[src/rtl/conv_pkg.sv]
// conv_pkg: shared types and helpers for the convolution result path.
//   - bank_state_t  : per-bank occupancy (EMPTY -> FULL -> DRAINING -> EMPTY)
//   - drain_state_t : reader FSM states (IDLE, FETCH, HOLD)
//   - requantize()  : arithmetic right shift followed by signed saturation
//   - CONV_ACC_WIDTH / CONV_DATA_WIDTH : default widths shared with conv control
// Build option: define CONV_READER_RELU_EN to clamp negative accumulators to
// zero before the shift; saturation then only flags positive overflow.
package conv_pkg;

  localparam int CONV_ACC_WIDTH  = 20;
  localparam int CONV_DATA_WIDTH = 8;

  typedef enum logic [1:0] {
    BANK_EMPTY    = 2'd0,
    BANK_FULL     = 2'd1,
    BANK_DRAINING = 2'd2
  } bank_state_t;

  typedef enum logic [1:0] {
    DRAIN_IDLE  = 2'd0,
    DRAIN_FETCH = 2'd1,
    DRAIN_HOLD  = 2'd2
  } drain_state_t;

  // value carries the clamped result sign-extended to 32 bits; callers keep
  // the low data_width bits (data_width must be below 32).
  typedef struct packed {
    logic signed [31:0] value;
    logic               sat;
  } requant_t;

  // acc must already be sign-extended to 64 bits by the caller.
  function automatic requant_t requantize(input logic signed [63:0] acc,
                                          input int shift,
                                          input int data_width);
    requant_t           r;
    logic signed [63:0] a;
    logic signed [63:0] t;
    logic signed [63:0] max_v;
    logic signed [63:0] min_v;
    a = acc;
`ifdef CONV_READER_RELU_EN
    if (a < 0) a = '0;
`endif
    t     = a >>> shift;
    max_v = (64'sd1 <<< (data_width - 1)) - 64'sd1;
    min_v = -(64'sd1 <<< (data_width - 1));
    r.sat   = 1'b0;
    r.value = 32'(t);
    if (t > max_v) begin
      r.value = 32'(max_v);
      r.sat   = 1'b1;
    end else if (t < min_v) begin
      r.value = 32'(min_v);
      r.sat   = 1'b1;
    end
    return r;
  endfunction

endpackage

[src/rtl/conv_pp_ram.sv]
// conv_pp_ram: two banks of DEPTH words stored as one 2*DEPTH x ACC_WIDTH
// simple dual-port RAM. The bank select is the address MSB.
// Ports:
//   clk     in  clock
//   wr_en   in  write strobe
//   wr_addr in  {bank, word} write address
//   wr_data in  write data
//   rd_addr in  {bank, word} read address, sampled every cycle
//   rd_data out registered read data (one cycle after rd_addr)
module conv_pp_ram #(
  parameter int ACC_WIDTH = 20,
  parameter int DEPTH     = 16,
  localparam int ADDR_W   = $clog2(2 * DEPTH)
) (
  input  logic                 clk,
  input  logic                 wr_en,
  input  logic [ADDR_W-1:0]    wr_addr,
  input  logic [ACC_WIDTH-1:0] wr_data,
  input  logic [ADDR_W-1:0]    rd_addr,
  output logic [ACC_WIDTH-1:0] rd_data
);

  logic [ACC_WIDTH-1:0] mem [2*DEPTH];

  always_ff @(posedge clk) begin
    if (wr_en) mem[wr_addr] <= wr_data;
    rd_data <= mem[rd_addr];
  end

endmodule

[src/rtl/conv_result_reader.sv]
// conv_result_reader: ping-pong consumer of convolution accumulator results.
// The writer fills bank wr_bank word by word; a full bank is drained in order
// as requantized words over a valid/ready stream, alternating banks.
// Ports:
//   clk, reset            clock, asynchronous active-high reset
//   in_valid/in_ready     accumulator input handshake (in_ready = write bank EMPTY)
//   in_data               signed ACC_WIDTH accumulator
//   out_valid/out_ready   output handshake, outputs held while not accepted
//   out_data              requantized signed DATA_WIDTH word
//   out_last              word index DEPTH-1 of its bank
//   out_sat               out_data was clamped
//   bank_full[1:0]        bank i is FULL or DRAINING
// Build option: CONV_READER_RELU_EN selects the ReLU requantizer (see conv_pkg).
module conv_result_reader
  import conv_pkg::*;
#(
  parameter int DATA_WIDTH = CONV_DATA_WIDTH,
  parameter int ACC_WIDTH  = CONV_ACC_WIDTH,
  parameter int DEPTH      = 16,
  parameter int SHIFT      = 4
) (
  input  logic                  clk,
  input  logic                  reset,
  input  logic                  in_valid,
  output logic                  in_ready,
  input  logic [ACC_WIDTH-1:0]  in_data,
  output logic                  out_valid,
  input  logic                  out_ready,
  output logic [DATA_WIDTH-1:0] out_data,
  output logic                  out_last,
  output logic                  out_sat,
  output logic [1:0]            bank_full
);

  localparam int PTR_W = $clog2(DEPTH);

  bank_state_t          bank_state_reg [2];
  logic                 wr_bank_reg;
  logic [PTR_W-1:0]     wr_ptr_reg;
  logic                 rd_bank_reg, rd_bank_next;
  logic [PTR_W-1:0]     rd_ptr_reg, rd_ptr_next;
  drain_state_t         drain_reg, drain_next;
  logic                 out_valid_reg, out_valid_next;
  logic [DATA_WIDTH-1:0] out_data_reg, out_data_next;
  logic                 out_last_reg, out_last_next;
  logic                 out_sat_reg, out_sat_next;
  logic                 rd_select, rd_release;
  logic                 wr_fire, wr_done;
  logic [ACC_WIDTH-1:0] ram_rd_data;
  requant_t             q;
  logic                 q_unused_bits;

  assign in_ready = (bank_state_reg[wr_bank_reg] == BANK_EMPTY);
  assign wr_fire  = in_valid & in_ready;
  assign wr_done  = wr_fire && (wr_ptr_reg == PTR_W'(DEPTH - 1));

  // The read address follows the *next* pointer so the word is already in the
  // RAM output register when the FSM sits in FETCH: two cycles per word.
  conv_pp_ram #(
    .ACC_WIDTH (ACC_WIDTH),
    .DEPTH     (DEPTH)
  ) u_ram (
    .clk     (clk),
    .wr_en   (wr_fire),
    .wr_addr ({wr_bank_reg, wr_ptr_reg}),
    .wr_data (in_data),
    .rd_addr ({rd_bank_next, rd_ptr_next}),
    .rd_data (ram_rd_data)
  );

  assign q = requantize({{(64 - ACC_WIDTH){ram_rd_data[ACC_WIDTH-1]}}, ram_rd_data},
                        SHIFT, DATA_WIDTH);
  // Upper bits are only sign extension of the clamped value.
  assign q_unused_bits = ^q.value[31:DATA_WIDTH];

  // Drain FSM: next-state and output-register logic.
  always_comb begin
    drain_next     = drain_reg;
    rd_ptr_next    = rd_ptr_reg;
    rd_bank_next   = rd_bank_reg;
    out_valid_next = out_valid_reg;
    out_data_next  = out_data_reg;
    out_last_next  = out_last_reg;
    out_sat_next   = out_sat_reg;
    rd_select      = 1'b0;
    rd_release     = 1'b0;
    unique case (drain_reg)
      DRAIN_IDLE: begin
        if (bank_state_reg[rd_bank_reg] == BANK_FULL) begin
          rd_select   = 1'b1;
          rd_ptr_next = '0;
          drain_next  = DRAIN_FETCH;
        end
      end
      DRAIN_FETCH: begin
        out_valid_next = 1'b1;
        out_data_next  = q.value[DATA_WIDTH-1:0];
        out_sat_next   = q.sat;
        out_last_next  = (rd_ptr_reg == PTR_W'(DEPTH - 1));
        drain_next     = DRAIN_HOLD;
      end
      DRAIN_HOLD: begin
        if (out_ready) begin
          out_valid_next = 1'b0;
          if (out_last_reg) begin
            rd_release   = 1'b1;
            rd_bank_next = ~rd_bank_reg;
            drain_next   = DRAIN_IDLE;
          end else begin
            rd_ptr_next = rd_ptr_reg + PTR_W'(1);
            drain_next  = DRAIN_FETCH;
          end
        end
      end
      default: drain_next = DRAIN_IDLE;
    endcase
  end

  always_ff @(posedge clk or posedge reset) begin
    if (reset) begin
      drain_reg     <= DRAIN_IDLE;
      rd_ptr_reg    <= '0;
      rd_bank_reg   <= 1'b0;
      out_valid_reg <= 1'b0;
      out_data_reg  <= '0;
      out_last_reg  <= 1'b0;
      out_sat_reg   <= 1'b0;
    end else begin
      drain_reg     <= drain_next;
      rd_ptr_reg    <= rd_ptr_next;
      rd_bank_reg   <= rd_bank_next;
      out_valid_reg <= out_valid_next;
      out_data_reg  <= out_data_next;
      out_last_reg  <= out_last_next;
      out_sat_reg   <= out_sat_next;
    end
  end

  // Write pointer wraps naturally at DEPTH (power of two).
  always_ff @(posedge clk or posedge reset) begin
    if (reset) begin
      wr_ptr_reg  <= '0;
      wr_bank_reg <= 1'b0;
    end else if (wr_fire) begin
      wr_ptr_reg <= wr_ptr_reg + PTR_W'(1);
      if (wr_done) wr_bank_reg <= ~wr_bank_reg;
    end
  end

  // Completion, selection and release never target the same bank in one
  // cycle (each requires a different current state), so both banks update
  // independently when the reader frees one while the writer fills the other.
  always_ff @(posedge clk or posedge reset) begin
    if (reset) begin
      for (int i = 0; i < 2; i++) bank_state_reg[i] <= BANK_EMPTY;
    end else begin
      for (int i = 0; i < 2; i++) begin
        if (wr_done && (wr_bank_reg == 1'(i)))
          bank_state_reg[i] <= BANK_FULL;
        else if (rd_select && (rd_bank_reg == 1'(i)))
          bank_state_reg[i] <= BANK_DRAINING;
        else if (rd_release && (rd_bank_reg == 1'(i)))
          bank_state_reg[i] <= BANK_EMPTY;
      end
    end
  end

  for (genvar gi = 0; gi < 2; gi++) begin : g_bank_full
    assign bank_full[gi] = (bank_state_reg[gi] != BANK_EMPTY);
  end

  assign out_valid = out_valid_reg;
  assign out_data  = out_data_reg;
  assign out_last  = out_last_reg;
  assign out_sat   = out_sat_reg;

endmodule

[config.mk]
export PLATFORM = sky130hd
export DESIGN_NAME = conv_result_reader
export DESIGN_NICKNAME = d
export VERILOG_FILES = /design/src/rtl/conv_pkg.sv /design/src/rtl/conv_pp_ram.sv /design/src/rtl/conv_result_reader.sv
export SDC_FILE = /design/constraint.sdc
export NUM_CORES = 1
export LEC_CHECK = 0
export ABC_AREA = 0
export BUFFER_PORTS_ARGS = -buffer_cell sky130_fd_sc_hd__buf_2
export CORE_UTILIZATION = 58
export DETAILED_ROUTE_END_ITERATION = 12
export HOLD_SLACK_MARGIN = 0.08
export MAX_ROUTING_LAYER = met4
export PLACE_DENSITY = 0.74
export SLEW_MARGIN = 20
export SYNTH_ARGS = -nofsm -noshare
export SYNTH_HDL_FRONTEND = slang
export SYNTH_HIERARCHICAL = 1
export SYNTH_SLANG_ARGS = --single-unit
[constraint.sdc]
create_clock -name clk -period 7.1 [get_ports clk]
set_input_delay 1.42 -clock clk [delete_from_list [all_inputs] [get_ports clk]]
set_output_delay 1.42 -clock clk [all_outputs]
set_load 0.05 [all_outputs]
==> results.json <==
{
  "io_buffers": 33,
  "swShare_pct": 31.19,
  "cts_setup_buffers": 0,
  "die-area_sq_um": 38640,
  "maxSlewViolCount": 0,
  "drtIter0Drc": 1192,
  "avgSynthCellArea_sq_um": 17.01,
  "pwr-share-seq_pct": 41.9,
  "required_ns": 7.52,
  "final_cell_mix": "512 x edfxtp_1, 256 x mux2i_1, 64 x a22oi_1",
  "nFillCells": 2523,
  "p_switching_mw": 2.783,
  "cp_slowest_cell": "nor2b_4",
  "area.growth.synth_to_final_pct": 10.26,
  "max_cap_viol_count": 0,
  "hpwl_mm": 25.56,
  "status": "complete, no violations",
  "drt_wl_total_mm": 47.04,
  "startpoint_type": "primary input",
  "synth_warnings": 6,
  "crit_chain": "buf_2, nand4bb_1, nand2_1, o21ai_0, nor2b_4, buf_4, a22oi_1, nand4_1, nand3_1",
  "hold_viol_final": 0,
  "path_depth": 9,
  "fin_cells": 1887,
  "cts_tree": "yes",
  "cts_buffers": 53,
  "firstDrtPassIters": 7,
  "clkTransAtPathRegs_ns": 0.06,
  "syn-cell-area_sq_um": 21960,
  "power_leakage_nw": 8.370,
  "clkLatencyLatePin_ns": 0.58,
  "worst-path-buf-inv": 2,
  "cts_hold_buf": 0,
  "slew_headroom_pct": 26.97,
  "cp_slowest_stage_delay_ns": 1.03,
  "syn_nets": 1317,
  "grt_usage_pct": 25.45,
  "pwr-share-comb_pct": 27.3,
  "final_common_cell": "edfxtp_1",
  "grt_max_degree": 102,
  "globalRouteOverflowTotal": 0,
  "start_util_pct": 59.40,
  "fmax_ghz": 0.2334,
  "holdPathStages": 2,
  "worstMarginPinSlew_ns": 1.093,
  "io_pins": 38,
  "intPower_mw": 6.140,
  "viasPerCell": 6.134,
  "place_congestion": 0.8183,
  "final-setup-viol-count": 0,
  "crit_family": "simple AND/OR/NAND/NOR gates",
  "core-area_sq_um": 36960,
  "cts-htree-levels": 2,
  "min_period_over_period_pct": 60.34,
  "drcViolationCount": 0,
  "multi_input_area_sq_um": 4965,
  "crit_type": "primary input to flop",
  "pwr_density_cell_nw_per_um2": 368.6,
  "antenna_found_initial": 1,
  "hp-class": "flop to flop",
  "die_w_microns": 196.6,
  "seq_area_sq_um": 16370,
  "dpl.cell_count": 1787,
  "vdd_drop_max_mv": 0.2661,
  "drive_gt1_share_pct": 12.37,
  "antenna_left": 0,
  "reg2reg_depth": 8,
  "rows": 70,
  "grt_pass1_wl_mm": 69.38,
  "period_minus_slack_ns": 4.284,
  "ctsResizeCount": 0,
  "finClkSkew_ns": 0.01761,
  "cp-end-kind": "flop",
  "post_drt_wl_per_cell_microns": 24.93,
  "worstPathMaxFanout": 33,
  "vias": 11574,
  "rsz0062_at_grt": "no",
  "r2r_slack_ns": 3.17,
  "die_h_microns": 196.6,
  "grt_pass1_vias": 11310,
  "clockBufferDepth": 3,
  "root_buffer": "clkbuf_16",
  "crit_arrival_ns": 4.70,
  "synthCells": 1291,
  "tns_ns": 0,
  "largest_register_ffs": 512,
  "final_nets": 1364,
  "cts.sinks": 555,
  "p_clk_share_pct": 30.8
}
-- worst reg2reg max path, cell delays in order, from the launching register on --
cell	delay (ns)
dfrtp_1	0.49
or3b_1	0.19
a21oi_1	0.15
o21ai_0	0.80
nor2b_4	1.03
buf_4	0.56
a22oi_1	0.22
nand4_1	0.21
nand3_1	0.12
-- power by group through the flow --
stage	combinational [mW]	sequential [mW]	clock [mW]
final	2.44	3.74	2.74
after global routing	2.60	3.75	2.89
after CTS	2.43	3.74	2.77
after detailed placement	2.42	3.81	0
after global placement	2.38	3.80	0
after floorplan	1.86	3.90	0
-- metrics by stage --
step	util [%]	setup WS, ns	power (mW)	hold slack [ns]	area, sq um
final	65.50	2.816	8.924	0.4910	24210
after global routing	65.50	2.605	9.241	0.5250	24210
after global placement	60.88	2.452	6.181	0.4613	22500
after floorplan	-	3.523	5.755	0.4394	21960
after CTS	65.49	2.861	8.945	0.4971	24210
after detailed placement	60.88	2.287	6.228	0.4835	22500
-- routing by layer --
metal	GRT usage, %	vias to the layer above	wire [microns]
met4	8.247	0	1148
met5	-	-	0
li1	-	5163	-
met3	3.901	71	3978
met2	39.24	502	22400
met1	35.17	5838	19520
-- final cells by class --
| class | count | share of cell area [%] |
|---|---|---|
| tap | 504 | 2.605 |
| clock inverter | 33 | 1.065 |
| timing repair buffer | 76 | 2.119 |
| antenna | 1 | 0.01034 |
| inverter | 6 | 0.09303 |
| sequential | 555 | 67.62 |
| multi-input combinational | 646 | 20.51 |
| clock buffer | 66 | 5.980 |
-- final timing paths --
| check | endpoint | start |
|---|---|---|
| setup / recovery | u_ram/rd_data[4]$_DFF_P_ | out_ready |
| hold / removal | out_data[7]$_DFFE_PP0P_ | out_data[7]$_DFFE_PP0P_ |
| setup reg to reg | u_ram/rd_data[4]$_DFF_P_ | rd_bank_reg$_DFF_PP0_ |
| hold reg to reg | out_data[7]$_DFFE_PP0P_ | out_data[7]$_DFFE_PP0P_ |
| max in group asynchronous | rd_ptr_reg[1]$_DFF_PP0_ | reset |
| min in group asynchronous | out_sat$_DFFE_PP0P_ | reset |
No activity file was read; power rests on OpenSTA's default activity.
